`src/rtl/bin16_to_bcd_converter.sv`:
```
// Sequential binary-to-BCD converter (double-dabble, one bit per clock).
// Produces four packed BCD digits for the seven-segment display controller
// plus an overflow flag when the value needs a fifth (ten-thousands) digit.
module bin16_to_bcd_converter #(
  parameter int unsigned BIN_WIDTH = 16
) (
  input  logic                 clock_100Mhz,
  input  logic                 reset,
  input  logic                 start,
  input  logic [BIN_WIDTH-1:0] bin_in,
  output logic                 busy,
  output logic                 done,
  output logic [15:0]          bcd_out,
  output logic                 overflow
);

  localparam logic [1:0] IDLE  = 2'd0;
  localparam logic [1:0] SHIFT = 2'd1;
  localparam logic [1:0] FIN   = 2'd2;

  localparam logic [4:0] LAST_BIT = 5'(BIN_WIDTH - 1);

  logic [1:0]              state;
  logic [BIN_WIDTH-1:0]    shift_reg;
  logic [19:0]             scratch;
  logic [19:0]             scratch_adj;
  logic [4:0]              bit_cnt;
  logic [19+BIN_WIDTH:0]   next_pair;

  // Add-3 correction on every BCD nibble of 5 or more, then the combined left shift
  always_comb begin
    scratch_adj = scratch;
    for (int unsigned i = 0; i < 5; i++) begin
      if (scratch[4*i +: 4] >= 4'd5) begin
        scratch_adj[4*i +: 4] = scratch[4*i +: 4] + 4'd3;
      end
    end
    next_pair = {scratch_adj, shift_reg} << 1;
  end

  // Handshake FSM: capture on start in IDLE, shift BIN_WIDTH times, publish in FIN
  always_ff @(posedge clock_100Mhz or negedge reset) begin
    if (!reset) begin
      state     <= IDLE;
      busy      <= 1'b0;
      done      <= 1'b0;
      bcd_out   <= '0;
      overflow  <= 1'b0;
      shift_reg <= '0;
      scratch   <= '0;
      bit_cnt   <= '0;
    end else begin
      done <= 1'b0;
      case (state)
        IDLE: begin
          if (start) begin
            shift_reg <= bin_in;
            scratch   <= '0;
            bit_cnt   <= '0;
            busy      <= 1'b1;
            state     <= SHIFT;
          end
        end
        SHIFT: begin
          {scratch, shift_reg} <= next_pair;
          bit_cnt              <= bit_cnt + 5'd1;
          if (bit_cnt == LAST_BIT) begin
            state <= FIN;
          end
        end
        FIN: begin
          bcd_out  <= scratch[15:0];
          overflow <= (scratch[19:16] != 4'd0);
          done     <= 1'b1;
          busy     <= 1'b0;
          state    <= IDLE;
        end
        default: begin
          state <= IDLE;
          busy  <= 1'b0;
        end
      endcase
    end
  end

endmodule

```
`config.mk`:
```
export PLATFORM = sky130hd
export DESIGN_NAME = bin16_to_bcd_converter
export DESIGN_NICKNAME = d
export VERILOG_FILES = /design/src/rtl/bin16_to_bcd_converter.sv
export SDC_FILE = /design/constraint.sdc
export NUM_CORES = 1
export LEC_CHECK = 0
export ABC_AREA = 1
export ABC_CLOCK_PERIOD_IN_PS = 1400
export BUFFER_PORTS_ARGS = -buffer_cell sky130_fd_sc_hd__buf_2
export CORE_ASPECT_RATIO = 0.9
export CORE_MARGIN = 3
export CORE_UTILIZATION = 50
export CTS_BUF_LIST = sky130_fd_sc_hd__clkbuf_8 sky130_fd_sc_hd__clkbuf_16
export CTS_CLUSTER_SIZE = 40
export DETAILED_ROUTE_END_ITERATION = 16
export PLACE_DENSITY = 0.74
export SYNTH_ARGS = -nofsm -noshare
export SYNTH_HDL_FRONTEND = slang
export SYNTH_SLANG_ARGS = --single-unit
```
`constraint.sdc`:
```
create_clock -name clock_100Mhz -period 1.4 [get_ports clock_100Mhz]
set_clock_uncertainty 0.2 [all_clocks]
set_input_delay 0.21 -clock clock_100Mhz [delete_from_list [all_inputs] [get_ports clock_100Mhz]]
set_output_delay 0.21 -clock clock_100Mhz [all_outputs]
set_load 0.05 [all_outputs]
```
==> run metrics, run 1 <==
sequential cell area fraction in the yosys report=52.0%; I/O pin total=38; synthesized cell area=2980 um^2; Mapped Nets=388; Layout area overhead=35.3%; die width=87.4 um; Final WS setup=0.0216 ns; RePlAce Congestion=0.862; die area=6930 um^2; Setup CP Type=flop to flop; Cells on Worst Hold Path=6; Yosys reg bits=62; Setup TNS=0 ns; worst min path class=input pin to flop; drt first pass iters=4; pre-CTS setup slack=-0.0695 ns; Slew Limit Fails=0; sequential cell area=1550 um^2; crit path DAT=1.40 ns; number of global-route vias before repair=2434; RSZ-0062 raised after global routing=yes; Clock Tree Buf Depth=2; num rows=26; die height=79.3 um; Root Buffer Master=clkbuf_8; CTS clk-pin slew, worst paths=0.07 ns; Cell variety after synth=22; status=finished, final reports clean; first-pass GRT wire length=10500 um; crit-path max FO=3; CP endpoint kind=flop; Final Critical Period=1.38 ns; total of max-cap violations=0; syn_area_per_cell=8.38 um^2; post-DR vias/cell=5.12; worst-margin pin slew=0.351 ns; final-report hold violation count=0; initial antenna violation count=0; TritonCTS clock tree=yes; worst vdd ir=1.36 mV; most frequent cells in the layout=117 x nand2_1, 61 x dfrtp_1, 34 x buf_2; critical-path cell list=inv_2 > ha_2 > nand2_4 > nand3_4 > nand2_2 > nand3_2 > nand2_1; Final Cell Area=4040 um^2; WL final=6790 um; dpl cell area=3370 um^2; DP Wirelength=3870 um; vias post-DR=2635; Ys Warns=0; FILL cells=419; WP data required=1.42 ns; type of element launching the critical path=flop; Syn Inst Count=356; final std cells w/o fill=515; number of remaining DRC errors=0; total track usage=19.2%; Largest register FFs=20; CTS buffer count=9; number of diodes=0; CTS Sinks=62; initial core utilization=52.1%; max_slew headroom=76.6%; NumNets Final=474; Multi-input gate area=1430 um^2; largest net degree at the start of global routing=63; initial DRC count=122; # setup viols final=0; CTS H-tree lvls=3; # placed instances=474; Clock Latency Late Sink=0.33 ns; slowest stage cell on the critical path=dfrtp_1; core area=5730 um^2; post-route ant nets=0; pwr dens=2280 nW/um^2; period utilization=98.5%; layout cell share with drive strength beyond 1=31.5%; global route total overflow=0; R2R cell count=7; Leak=2.06 nW; most common cell after layout, fill and taps aside=nand2_1; Max Freq=726 MHz; per-cell routed wire length=13.2 um; CP max stage delay=0.40 ns; buffers added on ports=37
[cells in the mapped netlist]
| cell | count | area, um^2 |
|---|---|---|
| nand2_4 | 1 | 11.3 |
| o21bai_1 | 4 | 30.0 |
| nor2_4 | 1 | 11.3 |
| clkinv_2 | 1 | 5.00 |
| dfrtp_1 | 62 | 1550 |
| buf_6 | 4 | 45.0 |
| buf_4 | 4 | 30.0 |
| o21ai_1 | 11 | 55.1 |
| nor2_2 | 1 | 6.26 |
| a21oi_1 | 2 | 10.0 |
| inv_2 | 3 | 11.3 |
| ha_1 | 13 | 163 |
| nor2_1 | 10 | 37.5 |
| o22ai_1 | 2 | 12.5 |
| inv_1 | 28 | 105 |
| nand3_1 | 40 | 200 |
| nand2_2 | 1 | 6.26 |
| o21ai_0 | 21 | 105 |
| buf_2 | 3 | 15.0 |
| a31oi_1 | 1 | 6.26 |
| nand2_1 | 132 | 495 |
| nand4_1 | 11 | 68.8 |
[report_power, final]
group          switching, W  internal [W]  leakage (nW)
Clock              0.000645      0.000759        0.0955
Combinational       0.00279       0.00195          1.19
Sequential         0.000557       0.00249         0.769
Total               0.00399       0.00520          2.06
[area by class of cell]
| cell class | count | area share [%] |
|---|---|---|
| timing repair buffer | 86 | 16.4 |
| clock buffer | 12 | 4.09 |
| inverter | 32 | 3.22 |
| tap | 70 | 2.17 |
| clock inverter | 2 | 0.217 |
| multi-input combinational | 251 | 35.4 |
| sequential | 62 | 38.5 |
[cells by family (layout without fill, tap and decap cells)]
| group | Yosys count | in the layout | synth area share [%] |
|---|---|---|---|
| AO/OA/AOI/OAI | 41 | 41 | 7.34 |
| adder cells (fa/ha/maj) | 13 | 13 | 5.46 |
| buffers and inverters | 43 | 132 | 7.09 |
| flip-flops | 62 | 62 | 52.0 |
| AND/OR/NAND/NOR | 197 | 197 | 28.1 |
[metal layers]
metal  GRT usage (%)  up-vias  share of wire [%]
met4            5.67        0                1.4
met1            24.2     1210                 47
met2            30.9       82                 46
li1                -     1327                  -
met3            6.64       16                5.2
met5               0        -                  0
[worst paths after layout]
| kind | from | to | slack, ns |
|---|---|---|---|
| min in group asynchronous | reset | bcd_out[12] | 0.22 |
| worst max-delay path | scratch[5] | scratch[6] | 0.02 |
| worst min-delay path | start | scratch[2] | 0.21 |
| worst min register to register | bcd_out[10] | bcd_out[10] | 0.28 |
| worst max register to register | scratch[5] | scratch[6] | 0.02 |
| max in group asynchronous | reset | scratch[12] | 0.52 |
[per-stage QoR]
step                      hold slack, ns  util [%]  power (W)
after global placement            0.0437      58.8    0.00655
final                              0.211      70.5    0.00919
after detailed placement          0.0473      58.8    0.00668
after floorplan                   -0.286         -    0.00561
after CTS                          0.222      65.6    0.00825
after global routing               0.239      70.5    0.00994
[what timing repair did]
action,in CTS,in global routing
pin swaps,0,22
setup buffers,2,7
cloned,0,1
gates resized for setup,9,65
hold buffers,17,0
endpoints found under the hold margin,78,0
endpoints found under the setup margin,32,47
[worst max-delay path, delay by kind of cell, from the launching register on]
| family | cells | cell delay [ns] |
|---|---|---|
| fa+ha+maj | 1 | 0.21 |
| buf+inv | 1 | 0.11 |
| flops | 1 | 0.40 |
| simple gates | 5 | 0.35 |
Power figures use the tool's default switching activity.
==> run 2, diff against run 1 <==
- ABC_CLOCK_PERIOD_IN_PS: 1400 -> default
- CORE_UTILIZATION: 50 -> 52
- MAX_ROUTING_LAYER: default -> met4
- PLACE_DENSITY: 0.74 -> 0.77
==> run 2 against run 1 <==
Critical path depth decreased by 2. Via count increased by 0.46%. Wire length decreased by 0.52%. Global-route usage increased by 2.2 points. Maximum frequency decreased by 1.8%. The run now ends with setup timing left. Cell count decreased by 0.97%. Worst setup slack got worse by 0.025 ns. Power decreased by 4.7%. Sequential power about the same.
==> run metrics, run 2 (same netlist as run 1, synthesis figures left out) <==
initial DRC count=160 (was 122); Hold WS=0.179 ns (was 0.211 ns); status=finished with violations (was finished, final reports clean); Clock power frac=14.1% (was 15.3%); fin util=73.2% (was 70.5%); switching share of power=44.1% (was 43.4%); post-DR vias/cell=5.19 (was 5.12); Max Freq=713 MHz (was 726 MHz); combinational share of power=51.4% (was 51.6%); P_int=0.00490 W (was 0.00520 W); RSZ-0062 raised after global routing=yes (unchanged); Largest register FFs=20 (unchanged); num rows=25 (was 26); Leak=2.01 nW (was 2.06 nW); M3 GR Usage=7.43% (was 6.64%); I/O pin total=38 (unchanged); layout cell share with drive strength beyond 1=29.3% (was 31.5%); critical path's top delay family=adder cells (was flip-flops); buffers added on ports=37 (unchanged); # setup viols final=1 (was 0); Root Buffer Master=clkbuf_8 (unchanged); pwr dens=2210 nW/um^2 (was 2280 nW/um^2); most common cell after layout, fill and taps aside=nand2_1 (unchanged); CP endpoint kind=flop (unchanged); WP buf/inv=0 (was 1); CTS H-tree lvls=3 (unchanged); core area=5410 um^2 (was 5730 um^2); total of max-cap violations=0 (unchanged); CP max stage delay=0.36 ns (was 0.40 ns); critical-path cell list=ha_2 > nand2_2 > nor2_4 > ha_4 > o22ai_2 (was inv_2 > ha_2 > nand2_4 > nand3_4 > nand2_2 > nand3_2 > nand2_1); die area=6680 um^2 (was 6930 um^2); Reg power frac=34.6% (was 33.2%); Psw=0.00386 W (was 0.00399 W); number of global-route vias before repair=2486 (was 2434); type of element launching the critical path=flop (unchanged); total track usage=21.3% (was 19.2%); max_slew headroom=78.1% (was 76.6%); per-cell routed wire length=13.3 um (was 13.2 um); Clock Tree Buf Depth=2 (unchanged); vias post-DR=2647 (was 2635); initial core utilization=55.1% (was 52.1%); gr busiest metal=met2 (unchanged); global route total overflow=0 (unchanged); Clock Latency Late Sink=0.34 ns (was 0.33 ns); WL final=6760 um (was 6790 um); worst min path class=input pin to flop (unchanged); met1 Track Usage GR=26.4% (was 24.2%); initial antenna violation count=0 (unchanged); Setup TNS=-0.00306 ns (was 0 ns); Final Critical Period=1.40 ns (was 1.38 ns); crit path DAT=1.46 ns (was 1.40 ns); WP data required=1.46 ns (was 1.42 ns); met2 Use GR=33.5% (was 30.9%); NumNets Final=473 (was 474); drt first pass iters=4 (unchanged); period utilization=100% (was 98.5%); number of remaining DRC errors=0 (unchanged); first-pass GRT wire length=10900 um (was 10500 um); final-report hold violation count=0 (unchanged); worst-margin pin slew=0.329 ns (was 0.351 ns); die height=77.8 um (was 79.3 um); post-route ant nets=0 (unchanged); Setup CP Type=flop to flop (unchanged); Slew Limit Fails=0 (unchanged); CTS clk-pin slew, worst paths=0.06 ns (was 0.07 ns); # placed instances=471 (was 474); worst vdd ir=1.17 mV (was 1.36 mV); number of diodes=0 (unchanged); Layout area overhead=32.8% (was 35.3%); slowest stage cell on the critical path=dfrtp_1 (unchanged); failing checks=setup timing; die width=85.8 um (was 87.4 um); DP Wirelength=4000 um (was 3870 um); most frequent cells in the layout=121 x nand2_1, 61 x dfrtp_1, 35 x nand3_1 (was 117 x nand2_1, 61 x dfrtp_1, 34 x buf_2); CTS Sinks=62 (unchanged); FILL cells=406 (was 419); CTS buffer count=9 (unchanged); largest net degree at the start of global routing=63 (unchanged); TritonCTS clock tree=yes (unchanged); crit-path max FO=2 (was 3); RePlAce Congestion=0.858 (was 0.862); final std cells w/o fill=510 (was 515); Final WS setup=-0.00306 ns (was 0.0216 ns)
==> run 2: changes by cell type in the layout (fill, tap and decap cells not counted), sizes merged <==
cell and delta:
clkbuf -1, inv -1, buf -3, clkinv +3
==> run 2: layout make-up <==
cell class	count	area (um^2)	area share [%]
clock buffer	9	124	3.13
timing repair buffer	85	639	16.1
inverter	32	131	3.32
sequential	62	1550	39.2
multi-input combinational	251	1410	35.6
clock inverter	4	18.8	0.474
tap	67	83.8	2.12
==> run 2: worst paths after layout <==
path / start / to / slack (ns) / depth (start not counted)
worst max-delay path: bit_cnt[0] / bit_cnt[4] / -0.003 / 5
worst min-delay path: start / scratch[11] / 0.18 / 5
worst max register to register: bit_cnt[0] / bit_cnt[4] / -0.003 / 5
worst min register to register: shift_reg[0] / shift_reg[0] / 0.28 / 2
max in group asynchronous: reset / state[0] / 0.49 / 3
min in group asynchronous: reset / bcd_out[2] / 0.22 / 3
==> run 2: what timing repair did <==
| action | in CTS | in global routing |
|---|---|---|
| buffers inserted | 3 | 6 |
| pin swaps | 1 | 16 |
| setup endpoints to repair | 32 | 46 |
| hold buffers | 17 | 0 |
| hold endpoints to repair | 78 | 0 |
| resized for setup | 7 | 64 |
==> run 2: power groups by stage <==
| stage | combinational (W) | clock, W | sequential (W) |
|---|---|---|---|
| 2_1_floorplan | 0.00226 | 0 | 0.00335 |
| 3_3_place_gp | 0.00356 | 0 | 0.00294 |
| 3_5_place_dp | 0.00368 | 0 | 0.00296 |
| 4_1_cts | 0.00383 | 0.00127 | 0.00294 |
| 5_1_grt | 0.00503 | 0.00136 | 0.00310 |
| 6_report | 0.00450 | 0.00123 | 0.00303 |
==> run 2: worst register-to-register path: cells and delay by family (launching register included) <==
kind,cells,cell delay (ns)
flops,1,0.36
fa+ha+maj,2,0.40
compound gates,1,0.15
simple gates,2,0.22
==> run 2: metal layers <==
layer  vias to the layer above  part of all wire, %
li1                       1321                    -
met1                      1233                   45
met2                        83                   49
met3                        10                  5.3
met4                         0                 0.90
met5                         -                    0
==> run 2: per-stage QoR <==
stage | setup WS (ns) | area, um^2 | power, W
floorplan | 0.00177 | 2980 | 0.00561
global placement | -0.0318 | 3350 | 0.00651
detailed placement | -0.0802 | 3350 | 0.00664
CTS | 0.00151 | 3710 | 0.00804
global route | -0.0584 | 3960 | 0.00949
finish | -0.00306 | 3960 | 0.00876
==> run 3, diff against run 2 <==
- CELL_PAD_IN_SITES_DETAIL_PLACEMENT: default -> 1
- CELL_PAD_IN_SITES_GLOBAL_PLACEMENT: default -> 1
- CORE_ASPECT_RATIO: 0.9 -> 0.8
- CORE_UTILIZATION: 52 -> 40
- CTS_BUF_LIST: sky130_fd_sc_hd__clkbuf_8 sky130_fd_sc_hd__clkbuf_16 -> sky130_fd_sc_hd__clkbuf_4 sky130_fd_sc_hd__clkbuf_8
- PLACE_DENSITY: 0.77 -> 0.78
==> run 3 against run 2 <==
Power increased by 21%. Wire length increased by 50%. Clock-buffer cell count increased by 4. Largest cell class unchanged. Critical endpoint is now scratch[9]. Worst setup slack worse by 0.076 ns. Sequential power increased by 4%. Worst hold slack worse by 0.0014 ns. Combinational power is 28% higher. The run still ends with setup timing left. Cell count rose by 7.6%. Die area grew 28%. Clock power up 37%. Utilization shrank 12 points.
==> run metrics, run 3 (same netlist as run 1, synthesis figures left out) <==
status=finished with violations (unchanged); failing checks=setup timing (unchanged); TritonCTS clock tree=yes (unchanged); slowest stage cell on the critical path=dfrtp_1 (unchanged); pwr dens=2440 nW/um^2 (was 2210 nW/um^2); Clock Tree Buf Depth=2 (unchanged); crit path DAT=1.52 ns (was 1.46 ns); CTS clk-pin slew, worst paths=0.07 ns (was 0.06 ns); CTS H-tree lvls=3 (unchanged); most common cell after layout, fill and taps aside=nand2_1 (unchanged); die height=83.2 um (was 77.8 um); crit path to=scratch[9] (was bit_cnt[4]); type of element launching the critical path=flop (unchanged); layout cell share with drive strength beyond 1=36.6% (was 29.3%); Final Critical Period=1.48 ns (was 1.40 ns); critical-path cell list=inv_2 > ha_4 > inv_2 > nand2_4 > nand4_1 > nand3_1 > nand2_1 (was ha_2 > nand2_2 > nor2_4 > ha_4 > o22ai_2); CP endpoint kind=flop (unchanged); reg-to-reg startpoint=scratch[9] (was bit_cnt[0]); Slew Limit Fails=0 (unchanged); CTS Sinks=62 (unchanged); crit path launch=scratch[9] (was bit_cnt[0]); largest net degree at the start of global routing=63 (unchanged); Final WS setup=-0.0787 ns (was -0.00306 ns); post-route ant nets=0 (unchanged); worst-margin pin slew=0.406 ns (was 0.329 ns); final-report hold violation count=0 (unchanged); die area=8530 um^2 (was 6680 um^2); Crit path top cell by count=inv_2; Layout area overhead=45.6% (was 32.8%); R2R cell count=7 (was 5); worst reg2reg endpoint=scratch[9] (was bit_cnt[4]); first-pass GRT wire length=13500 um (was 10900 um); global route total overflow=0 (unchanged); period utilization=106% (was 100%); Root Buffer Master=clkbuf_8 (unchanged); Clock Latency Late Sink=0.36 ns (was 0.34 ns); most frequent cells in the layout=113 x nand2_1, 59 x dfrtp_1, 40 x buf_4 (was 121 x nand2_1, 61 x dfrtp_1, 35 x nand3_1); Max Freq=676 MHz (was 713 MHz); number of global-route vias before repair=2892 (was 2486); pre-CTS setup slack=-0.0936 ns (was -0.0802 ns); NumNets Final=489 (was 473); I/O pin total=38 (unchanged); CP max stage delay=0.40 ns (was 0.36 ns); Leak=2.17 nW (was 2.01 nW); buffers added on ports=37 (unchanged); total track usage=20.3% (was 21.3%); Reg2Reg Setup Slack=-0.08 ns (was -0.003 ns); post-DR vias/cell=5.32 (was 5.19); WL final=10100 um (was 6760 um); Cells on Worst Hold Path=5 (unchanged); RSZ-0062 raised after global routing=yes (unchanged); DP Wirelength=4820 um (was 4000 um); crit-path max FO=4 (was 2); Setup CP Type=flop to flop (unchanged); total of max-cap violations=0 (unchanged); worst vdd ir=0.783 mV (was 1.17 mV); vias post-DR=2921 (was 2647); drt first pass iters=4 (unchanged); fin util=61.5% (was 73.2%); core area=7060 um^2 (was 5410 um^2); WP data required=1.44 ns (was 1.46 ns); max_slew headroom=73.0% (was 78.1%); number of remaining DRC errors=0 (unchanged); initial core utilization=42.2% (was 55.1%); per-cell routed wire length=18.4 um (was 13.3 um); initial antenna violation count=0 (unchanged); # setup viols final=11 (was 1); die width=103 um (was 85.8 um); Power Total=0.0106 W (was 0.00876 W); number of diodes=0 (unchanged); CTS buffer count=9 (unchanged); RePlAce Congestion=0.849 (was 0.858); Largest register FFs=20 (unchanged); initial DRC count=120 (was 160); num rows=27 (was 25); worst min path class=input pin to flop (unchanged)
==> run 3: cell count changes in the layout (fill, tap and decap cells not counted), sizes merged <==
cell      delta
buf         +11
bufinv       +1
clkbuf       +9
clkinv       -3
clkinvlp     +1
==> run 3: final cells by class <==
| cell class | count | area (um^2) |
|---|---|---|
| clock buffer | 13 | 166 |
| timing repair buffer | 101 | 816 |
| fill | 810 | 2720 |
| inverter | 32 | 130 |
| tap | 87 | 109 |
| clock inverter | 3 | 42.5 |
| sequential | 62 | 1560 |
| multi-input combinational | 251 | 1520 |
==> run 3: stage by stage <==
| stage | TNS (ns) | cells | instance area, um^2 | hold slack (ns) |
|---|---|---|---|---|
| 2_1_floorplan | 0 | 356 | 2980 | -0.286 |
| 3_3_place_gp | -0.327 | 494 | 3410 | 0.0501 |
| 3_5_place_dp | -2.42 | 494 | 3410 | 0.0460 |
| 4_1_cts | -0.0116 | 534 | 3910 | 0.213 |
| 5_1_grt | -1.81 | 549 | 4340 | 0.180 |
| 6_report | -0.361 | 549 | 4340 | 0.177 |
==> run 3: repair_timing <==
action | in CTS | in global routing
gates resized for setup | 23 | 87
hold endpoints to repair | 78 | 0
pin swaps | 4 | 30
endpoints found under the setup margin | 33 | 64
hold buffers | 17 | 0
setup buffers | 7 | 15
cloned | 0 | 1
==> run 3: worst min path at each step <==
stage / start / endpoint / slack (ns)
6_report: start / scratch[11] / 0.18
3_3_place_gp: reset / bcd_out[1] / 0.05
3_5_place_dp: reset / bcd_out[0] / 0.05
4_1_cts: reset / bcd_out[0] / 0.21
5_1_grt: start / scratch[11] / 0.18
2_1_floorplan: reset / bcd_out[0] / -0.29
==> run 3: worst max-delay path: cells and delay by family (launching register included) <==
family	cells	cell delay, ns
buf+inv	2	0.19
flops	1	0.40
simple gates	4	0.42
fa+ha+maj	1	0.17
==> run 3: per-layer routing <==
layer  up-vias  global-route usage [%]  share of wire (%)
met5         -                       -                  0
met4         0                    6.44                1.9
li1       1354                       -                  -
met1      1476                    26.2                 44
met2        69                    31.3                 50
met3        22                    4.79                3.9
==> run 3: power breakdown <==
group	leakage [nW]	internal (W)	switching, W	total (W)
clock	0.106	0.000956	0.000719	0.00168
sequential	0.767	0.00249	0.000647	0.00314
combinational	1.29	0.00236	0.00341	0.00577
